**src/rtl/inst_fetch_queue_pkg.sv**
```systemverilog
// Shared types for the instruction fetch queue: word/address widths,
// the fetch FSM encoding and the {pc, inst} entry held in the queue.
package inst_fetch_queue_pkg;

   localparam int INST_SIZE = 32;
   localparam int ADDR_SIZE = 32;

   typedef logic [INST_SIZE-1:0] inst_t;
   typedef logic [ADDR_SIZE-1:0] addr_t;

   typedef enum logic [1:0] {
      IF_IDLE = 2'd0,
      IF_WAIT = 2'd1,
      IF_DROP = 2'd2
   } if_state_e;

   typedef struct packed {
      addr_t pc;
      inst_t inst;
   } iq_entry_t;

   localparam int ENTRY_W = $bits(iq_entry_t);

endpackage

```
**src/rtl/inst_fetch_queue_fifo.sv**
```systemverilog
// Circular FIFO for fetched {pc, inst} entries. Head entry is read
// combinationally; flush empties the queue and overrides push/pop.
module iq_fifo #(
   parameter int DEPTH = 16,
   parameter int WIDTH = 64
) (
   input  logic                       clk_in,
   input  logic                       rst_in,
   input  logic                       push,
   input  logic [WIDTH-1:0]           push_data,
   input  logic                       pop,
   input  logic                       flush,
   output logic [WIDTH-1:0]           head_data,
   output logic [$clog2(DEPTH):0]     count,
   output logic                       empty,
   output logic                       full
);

   localparam int PW = $clog2(DEPTH);
   localparam logic [PW:0] FULL_CNT = (PW+1)'(DEPTH);

   logic [WIDTH-1:0] mem [DEPTH];
   logic [PW-1:0]    head_reg;
   logic [PW-1:0]    tail_reg;
   logic [PW:0]      count_reg;
   logic             do_push;
   logic             do_pop;

   assign empty   = (count_reg == '0);
   assign full    = (count_reg == FULL_CNT);
   assign do_pop  = pop && !empty && !flush;
   // A pop in the same cycle frees the slot, so push at full is accepted then.
   assign do_push = push && !flush && (!full || do_pop);

   always_ff @(posedge clk_in or negedge rst_in) begin
      if (!rst_in) begin
         head_reg  <= '0;
         tail_reg  <= '0;
         count_reg <= '0;
      end else if (flush) begin
         head_reg  <= '0;
         tail_reg  <= '0;
         count_reg <= '0;
      end else begin
         if (do_push) tail_reg <= tail_reg + PW'(1);
         if (do_pop)  head_reg <= head_reg + PW'(1);
         count_reg <= count_reg + (PW+1)'(do_push) - (PW+1)'(do_pop);
      end
   end

   always_ff @(posedge clk_in) begin
      if (do_push) mem[tail_reg] <= push_data;
   end

   assign head_data = mem[head_reg];
   assign count     = count_reg;

endmodule

```
**src/rtl/inst_fetch_queue.sv**
```systemverilog
// Instruction fetch queue: issues one sequential fetch at a time, buffers
// returned words with their PCs and presents the oldest entry to decode.
module inst_fetch_queue
   import inst_fetch_queue_pkg::*;
#(
   parameter int    IQ_DEPTH = 16,
   parameter addr_t RESET_PC = 32'h0
) (
   input  logic  clk_in,
   input  logic  rst_in,
   input  logic  rdy_in,
   input  logic  clear,
   input  addr_t clear_pc,
   output logic  mem_req,
   output addr_t mem_addr,
   input  logic  mem_valid,
   input  inst_t mem_data,
   input  logic  Get_Inst,
   output inst_t Inst_out,
   output addr_t pc_out,
   output logic  en_out,
   output logic  IQ_isempty
);

   localparam int CW = $clog2(IQ_DEPTH) + 1;

   if_state_e state_reg, state_next;
   addr_t     pc_reg, pc_next;
   addr_t     mem_addr_reg, mem_addr_next;
   logic      mem_req_reg, mem_req_next;
   logic      push;
   logic      fifo_pop;
   logic      fifo_flush;
   iq_entry_t fifo_push_data;
   iq_entry_t fifo_head;
   logic [CW-1:0] fifo_count;
   logic      fifo_empty;
   logic      fifo_full;

   always_ff @(posedge clk_in or negedge rst_in) begin
      if (!rst_in) begin
         state_reg    <= IF_IDLE;
         pc_reg       <= RESET_PC;
         mem_req_reg  <= 1'b0;
         mem_addr_reg <= '0;
      end else begin
         state_reg    <= state_next;
         pc_reg       <= pc_next;
         mem_req_reg  <= mem_req_next;
         mem_addr_reg <= mem_addr_next;
      end
   end

   always_comb begin
      state_next    = state_reg;
      pc_next       = pc_reg;
      mem_req_next  = mem_req_reg;
      mem_addr_next = mem_addr_reg;
      push          = 1'b0;
      if (rdy_in) begin
         if (clear) begin
            pc_next      = clear_pc;
            mem_req_next = 1'b0;
            // An outstanding request still owes one response; DROP swallows it.
            state_next   = (state_reg == IF_IDLE || mem_valid) ? IF_IDLE : IF_DROP;
         end else begin
            case (state_reg)
               IF_IDLE: begin
                  if (!fifo_full) begin
                     mem_req_next  = 1'b1;
                     mem_addr_next = pc_reg;
                     state_next    = IF_WAIT;
                  end
               end
               IF_WAIT: begin
                  if (mem_valid) begin
                     push         = 1'b1;
                     pc_next      = pc_reg + 32'd4;
                     mem_req_next = 1'b0;
                     state_next   = IF_IDLE;
                  end
               end
               IF_DROP: begin
                  if (mem_valid) state_next = IF_IDLE;
               end
               default: state_next = IF_IDLE;
            endcase
         end
      end
   end

   assign fifo_pop       = rdy_in && !clear && Get_Inst;
   assign fifo_flush     = rdy_in && clear;
   assign fifo_push_data = '{pc: pc_reg, inst: mem_data};

   iq_fifo #(
      .DEPTH (IQ_DEPTH),
      .WIDTH (ENTRY_W)
   ) u_fifo (
      .clk_in    (clk_in),
      .rst_in    (rst_in),
      .push      (push),
      .push_data (fifo_push_data),
      .pop       (fifo_pop),
      .flush     (fifo_flush),
      .head_data (fifo_head),
      .count     (fifo_count),
      .empty     (fifo_empty),
      .full      (fifo_full)
   );

   assign mem_req    = mem_req_reg;
   assign mem_addr   = mem_addr_reg;
   assign Inst_out   = fifo_head.inst;
   assign pc_out     = fifo_head.pc;
   assign en_out     = (fifo_count != '0);
   assign IQ_isempty = fifo_empty;

endmodule

```
**config.mk**
```make
export PLATFORM = sky130hd
export DESIGN_NAME = inst_fetch_queue
export DESIGN_NICKNAME = d
export VERILOG_FILES = /design/src/rtl/inst_fetch_queue_pkg.sv /design/src/rtl/inst_fetch_queue_fifo.sv /design/src/rtl/inst_fetch_queue.sv
export SDC_FILE = /design/constraint.sdc
export NUM_CORES = 1
export LEC_CHECK = 0
export BUFFER_PORTS_ARGS = -buffer_cell sky130_fd_sc_hd__buf_2
export CELL_PAD_IN_SITES_DETAIL_PLACEMENT = 1
export CELL_PAD_IN_SITES_GLOBAL_PLACEMENT = 1
export CORE_ASPECT_RATIO = 1.2
export CORE_UTILIZATION = 58
export DETAILED_ROUTE_END_ITERATION = 16
export PLACE_DENSITY = 0.87
export SLEW_MARGIN = 5
export SYNTH_ARGS = -nofsm -noshare
export SYNTH_HDL_FRONTEND = slang
export SYNTH_HIERARCHICAL = 1
export SYNTH_SLANG_ARGS = --single-unit
```
**constraint.sdc**
```tcl
create_clock -name clk_in -period 10.1 [get_ports clk_in]
set_input_delay 1.01 -clock clk_in [delete_from_list [all_inputs] [get_ports clk_in]]
set_output_delay 1.01 -clock clk_in [all_outputs]
set_load 0.02 [all_outputs]
```
## Yosys cells after proc, flatten, opt, wreduce, memory -nomap -nowiden

Memories as Yosys holds them, arrays and structs flattened.
Cells that the tools add are included.

| word-level totals | value |
|---|---|
| bits in registers | 80 |
| memory bits (writable) | 1024 |
| input bits | 70 |
| output and inout bits | 99 |
| word-level logic and storage cells | 70 |
| memories | 1 |

| cells by class | value |
|---|---|
| add/subtract/negate cells | 5 |
| equality and inequality tests | 6 |
| multiplexer cells | 23 |
| bitwise operators | 2 |
| reduce and logical (&&, ||, !) cells | 26 |

Memory list:

| memory | depth | width | rd ports | clocked after Yosys merged registers in | wr ports | line | RTL |
|---|---|---|---|---|---|---|---|
| u_fifo.mem | 16 | 64 | 1 | 0 | 1 | inst_fetch_queue_fifo.sv:22 | `logic [WIDTH-1:0] mem [DEPTH];` |

Operator list:

| operator | number |
|---|---|
| $mux 32 | 3 |
| $add 32x3->32 const B | 1 |
| $mux 4 | 4 |
| $mux 1 | 9 |
| $add 4x1->4 const B | 2 |
| $mux 2 | 4 |
| $reduce_and 4->1 | 2 |
| $reduce_bool 2->1 | 4 |
| $logic_and 1x1->1 | 7 |
| $ne 3x3->1 const B | 2 |
| $reduce_and 3->1 | 2 |
| $add 5x1->5 | 1 |
| $eq 5x5->1 const B | 1 |
| $logic_not 5->1 | 1 |
| $mux 5 | 1 |
| $reduce_bool 5->1 | 1 |
| $sub 5x1->5 | 1 |
| $logic_not 1->1 | 4 |
| $pmux 2 s2 | 1 |
| $ne 3x1->1 const B | 1 |
| $reduce_bool 3->1 | 1 |
| $eq 2x1->1 const B | 1 |
| $eq 2x2->1 const B | 1 |
| $logic_not 2->1 | 1 |
| other kinds (4) | 6 |

## Logic depth before layout (Yosys ltp)

| logic depth | value |
|---|---|
| word-level depth | 10 |
| depth in mapped cells | 13 |
| depth with buffers taken out | 13 |

## Hierarchy

Netlist, hierarchy kept.

Modules (own cells, without submodules):

| module | times used | cells an instance | area an instance (sq um) | seq. area each (sq um) |
|---|---|---|---|---|
| iq_fifo | 1 | 1940 | 39924.5 | 31074.8 |
| inst_fetch_queue | 1 | 367 | 3656.0 | 1676.6 |

## Worst setup path after synthesis

OpenSTA, ideal clock, no wires.

| timing | value |
|---|---|
| path type | input to register |
| from | input port rdy_in |
| to | memory u_fifo.mem[0][0] (enable) |
| library setup time | 0.565 ns |
| arrival | 6.724 ns |
| data required time | 9.535 ns |
| slack | 2.811 ns |
| stages | 7 |
| buffers on the path | 2 |
| path through | clkbuf_1 > clkbuf_1 > and3_1 > inv_1 > a211oi_1 > nand2_1 > nor3_1 |

| on the way | value |
|---|---|
| word-level cells in the longest chain between the ends | 8 |
| elaborated cells between the ends (all ways) | 12 |
| classes of those cells | 3 x mux; 9 x reduce/logical |

Ends and longest elaborated chain:

| what | line | RTL |
|---|---|---|
| from (decl) | inst_fetch_queue.sv:11 | `input logic rdy_in,` |
| $logic_and 1x1->1 (2 in a row) | inst_fetch_queue.sv:92 | `assign fifo_pop = rdy_in && !clear && Get_Inst;` |
| net fifo_pop | inst_fetch_queue.sv:32 | `logic fifo_pop;` |
| $logic_and 1x1->1 (2 in a row) | inst_fetch_queue_fifo.sv:31 | `assign do_pop = pop && !empty && !flush;` |
| $logic_or 1x1->1 | inst_fetch_queue_fifo.sv:33 | `assign do_push = push && !flush && (!full \|\| do_pop);` |
| $logic_and 1x1->1 | inst_fetch_queue_fifo.sv:33 |  |
| $mux 1 | inst_fetch_queue_fifo.sv:52 | `if (do_push) mem[tail_reg] <= push_data;` |
| $mux 1 (not written as such) | inst_fetch_queue_fifo.sv:52 |  |
| to (decl) | inst_fetch_queue_fifo.sv:22 |  |

The timed path passes the listed nets, and every way through them passes these cells.

## Worst setup path after layout

| timing | value |
|---|---|
| from | register u_fifo.head_reg[1] |
| to | output port Inst_out[30] |

| on the way | value |
|---|---|
| word-level cells in the longest chain between the ends | 1 |

Ends and longest elaborated chain:

| what | line | RTL |
|---|---|---|
| from (decl) | inst_fetch_queue_fifo.sv:23 | `logic [PW-1:0] head_reg;` |
| from (signal assigned) | inst_fetch_queue_fifo.sv:46 | `if (do_pop) head_reg <= head_reg + PW'(1);` |
| $mem_v2 16x64 | - |  |
| to (decl) | inst_fetch_queue.sv:19 | `output inst_t Inst_out,` |

No other way between the ends.

==> summary.md <==
| Metric | Value |
|---|---|
| Share of layout cells above drive strength 1 | 0.213 |
| Post-synthesis sequential area ratio | 0.752 |
| Setup violators final | 0 |
| Hpwl dp | 63700 um |
| Largest net degree at the start of global routing | 134 |
| Count of pins over their slew limit | 0 |
| # hold bufs at CTS | 0 |
| #FFs+latches synth | 1104 |
| Power per cell area | 233 mW/mm2 |
| Final Net Count | 2565 |
| Placed Instances | 3377 |
| Routed Antenna Nets | 0 |
| Post-Layout Cell Count | 3564 |
| Top FF cell, synth | edfxtp_1 |
| Max-cap violations | 0 |
| Global-route usage over all layers | 0.338 |
| CTS tree | done |
| Final wirelength | 127000 um |
| Final hold vios | 0 |
| Port Buffers | 168 |
| Highest Clock Rate | 159 MHz |
| ANT cells | 0 |
| H-tree levels | 3 |
| Die width | 252 um |
| Fin Clk Skew | 41.8 ps |
| Worst path cell trace | buf_4, and2_4, buf_4, a221oi_1, o21ai_0, nand2_1, buf_2 |
| Routability cong. | 0.837 |
| Avg WL per Cell | 35.6 um |
| Synth area leader | edfxtp_1 |
| Fraction of registers with async set/reset | 0.0725 |
| Pre-antenna DRT Iters | 5 |
| Hold Crit Class | primary input to async pin |
| CTS clk-pin slew, worst paths | 70 ps |
| Synth top area share | 0.706 |
| Netlist cell types | 60 |
| Leak | 15.7 nW |
| Filler cells | 6154 |
| Crit share post-route | 0.623 |
| Worst EP arrival | 5280 ps |
| Slew @ Worst Pin | 1300 ps |
| DR vias/cell | 7.01 |
| Initial drt markers | 2978 |
| Post-route DRC | 0 |
| EDFF count, synth | 1024 |
| Post-CTS sizing | 0 |
| Most frequent cells in the layout | 1024 x edfxtp_1, 258 x mux2i_1, 167 x buf_2, 129 x a221oi_1, 128 x mux4_2 |
| Dominant cells by area after synthesis | edfxtp_1 71%, mux4_2 6.6%, mux2i_1 5.9% |
| Relative slew slack | 0.136 |
| First-pass GRT wire length | 184000 um |
| Synth-to-Final Area Change | 11.7% |
| Core box area | 0.0741 mm2 |
| Worst path slowest cell | and2_4 |
| Row count | 109 |
| CP max stage delay | 1030 ps |
| CTS Buffer Depth | 3 |
| Die area | 0.0762 mm2 |
| Worst EP required | 9090 ps |
| CP Capture Type | primary output |
| Via Count | 25.0k |
| Tmin final | 6290 ps |
| Crit path launch type | flip-flop |
| Dpl cell area | 0.0454 mm2 |
| Syn Std Cell Area | 0.0436 mm2 |
| Worst Path Max Fanout | 73 |
| Multi-input gate area | 0.0101 mm2 |
| Worst vdd ir | 0.184 mV |
| Cells after synthesis | 2307 |
| Setup Fix Bufs, Post-CTS | 0 |
| Final instance area | 0.0487 mm2 |
| Post-Route Setup TNS | 0 ps |
| Number of flip-flops in the largest register | 1024 |
| Clock Sinks | 1104 |
| TritonCTS Buffers | 101 |
| Crit Path Class | flip-flop to primary output |
| Vert. Die Dim | 302 um |
| Root Driver | clkbuf_16 |
| Grt ovf | 0 |
| Worst skew pair latency | 700 ps |
| Outcome | complete, no violations |
| Initial Util | 0.588 |
| Unrepaired setup endpoints after global routing | false |
| Yosys warns | 6 |
| Core Util, Final | 0.657 |
| Antenna violations before repair | 0 |
| Synthesized net count | 2391 |
| Vias in the first global route | 26.6k |
| Most common cell after layout, fill and taps aside | edfxtp_1 |
| Cell mode on critical path | buf_4 |
| Average size of a mapped cell | 18.9 um2 |
| IO Count | 169 |
| Register area | 0.0328 mm2 |
-- critical path, delay by kind of cell (launching register included) --
family,cells,cell delay (ps)
AO/OA/AOI/OAI,2,670
buffers and inverters,3,1720
AND/OR/NAND/NOR,2,1150
flip-flops,1,840
-- Yosys cell counts, types with 19 or more instances --
cell and n:
edfxtp_1 1024, mux2i_1 258, a221oi_1 129, mux4_2 128, o21ai_0 90, nand2_1 89
dfrtp_1 80, a22oi_1 70, clkbuf_1 69, nor2_1 48, mux2_2 34, buf_6 28
nand3_1 21, inv_1 20, a21oi_1 19, buf_2 19
-- path summary, 6_finish.rpt --
check	endpoint	depth (start not counted)	startpoint	slack, ps
setup / recovery	Inst_out[30]	7	u_fifo/head_reg[1]	3810
hold / removal	mem_addr[1]	1	rst_in	170
setup reg to reg	u_fifo/mem[6][32]	9	state_reg[1]	5490
hold reg to reg	mem_addr[2]	1	mem_addr[2]	500
max in group asynchronous	u_fifo/head_reg[0]	2	rst_in	8650
min in group clk_in	mem_addr[2]	1	mem_addr[2]	500
-- per-stage QoR --
stage	setup WS [ps]	power, mW	hold slack, ps
after floorplan	2810	6.86	450
after CTS	3940	11.4	145
after detailed placement	4370	7.43	484
final	3810	11.3	166
after global placement	4660	7.34	464
after global routing	3800	11.6	167
-- layout make-up --
type / instances / share of cell area
Inverter: 20 / 0.00154
Sequential cell: 1104 / 0.673
Timing Repair Buffer: 207 / 0.0239
Multi-Input combinational cell: 1047 / 0.208
Clock inverter: 57 / 0.0122
Tap cell: 999 / 0.0257
Clock buffer: 130 / 0.0559
-- power breakdown --
group | internal, mW | switching [mW]
logic | 0.782 | 1.06
clock network | 2.19 | 1.74
registers | 5.23 | 0.326
-- routing by layer --
metal / GRT usage / up-vias / wire length, um
li1: - / 9860 / -
met1: 0.436 / 12900 / 44900
met2: 0.558 / 1840 / 63300
met3: 0.0620 / 370 / 12600
met4: 0.166 / 0 / 6220
met5: 0 / - / 0
-- cells by family after synthesis --
family	after synthesis	synth area share
DFF	1104	0.752
muxes	421	0.134
AOI/OAI and AO/OA	353	0.0588
and+or+nand+nor	250	0.0295
buffers and inverters	156	0.0198
adders and majority gates	14	0.00419
xor gates and xnor gates	9	0.00181
Note: power is estimated with default switching activity, not from simulation.
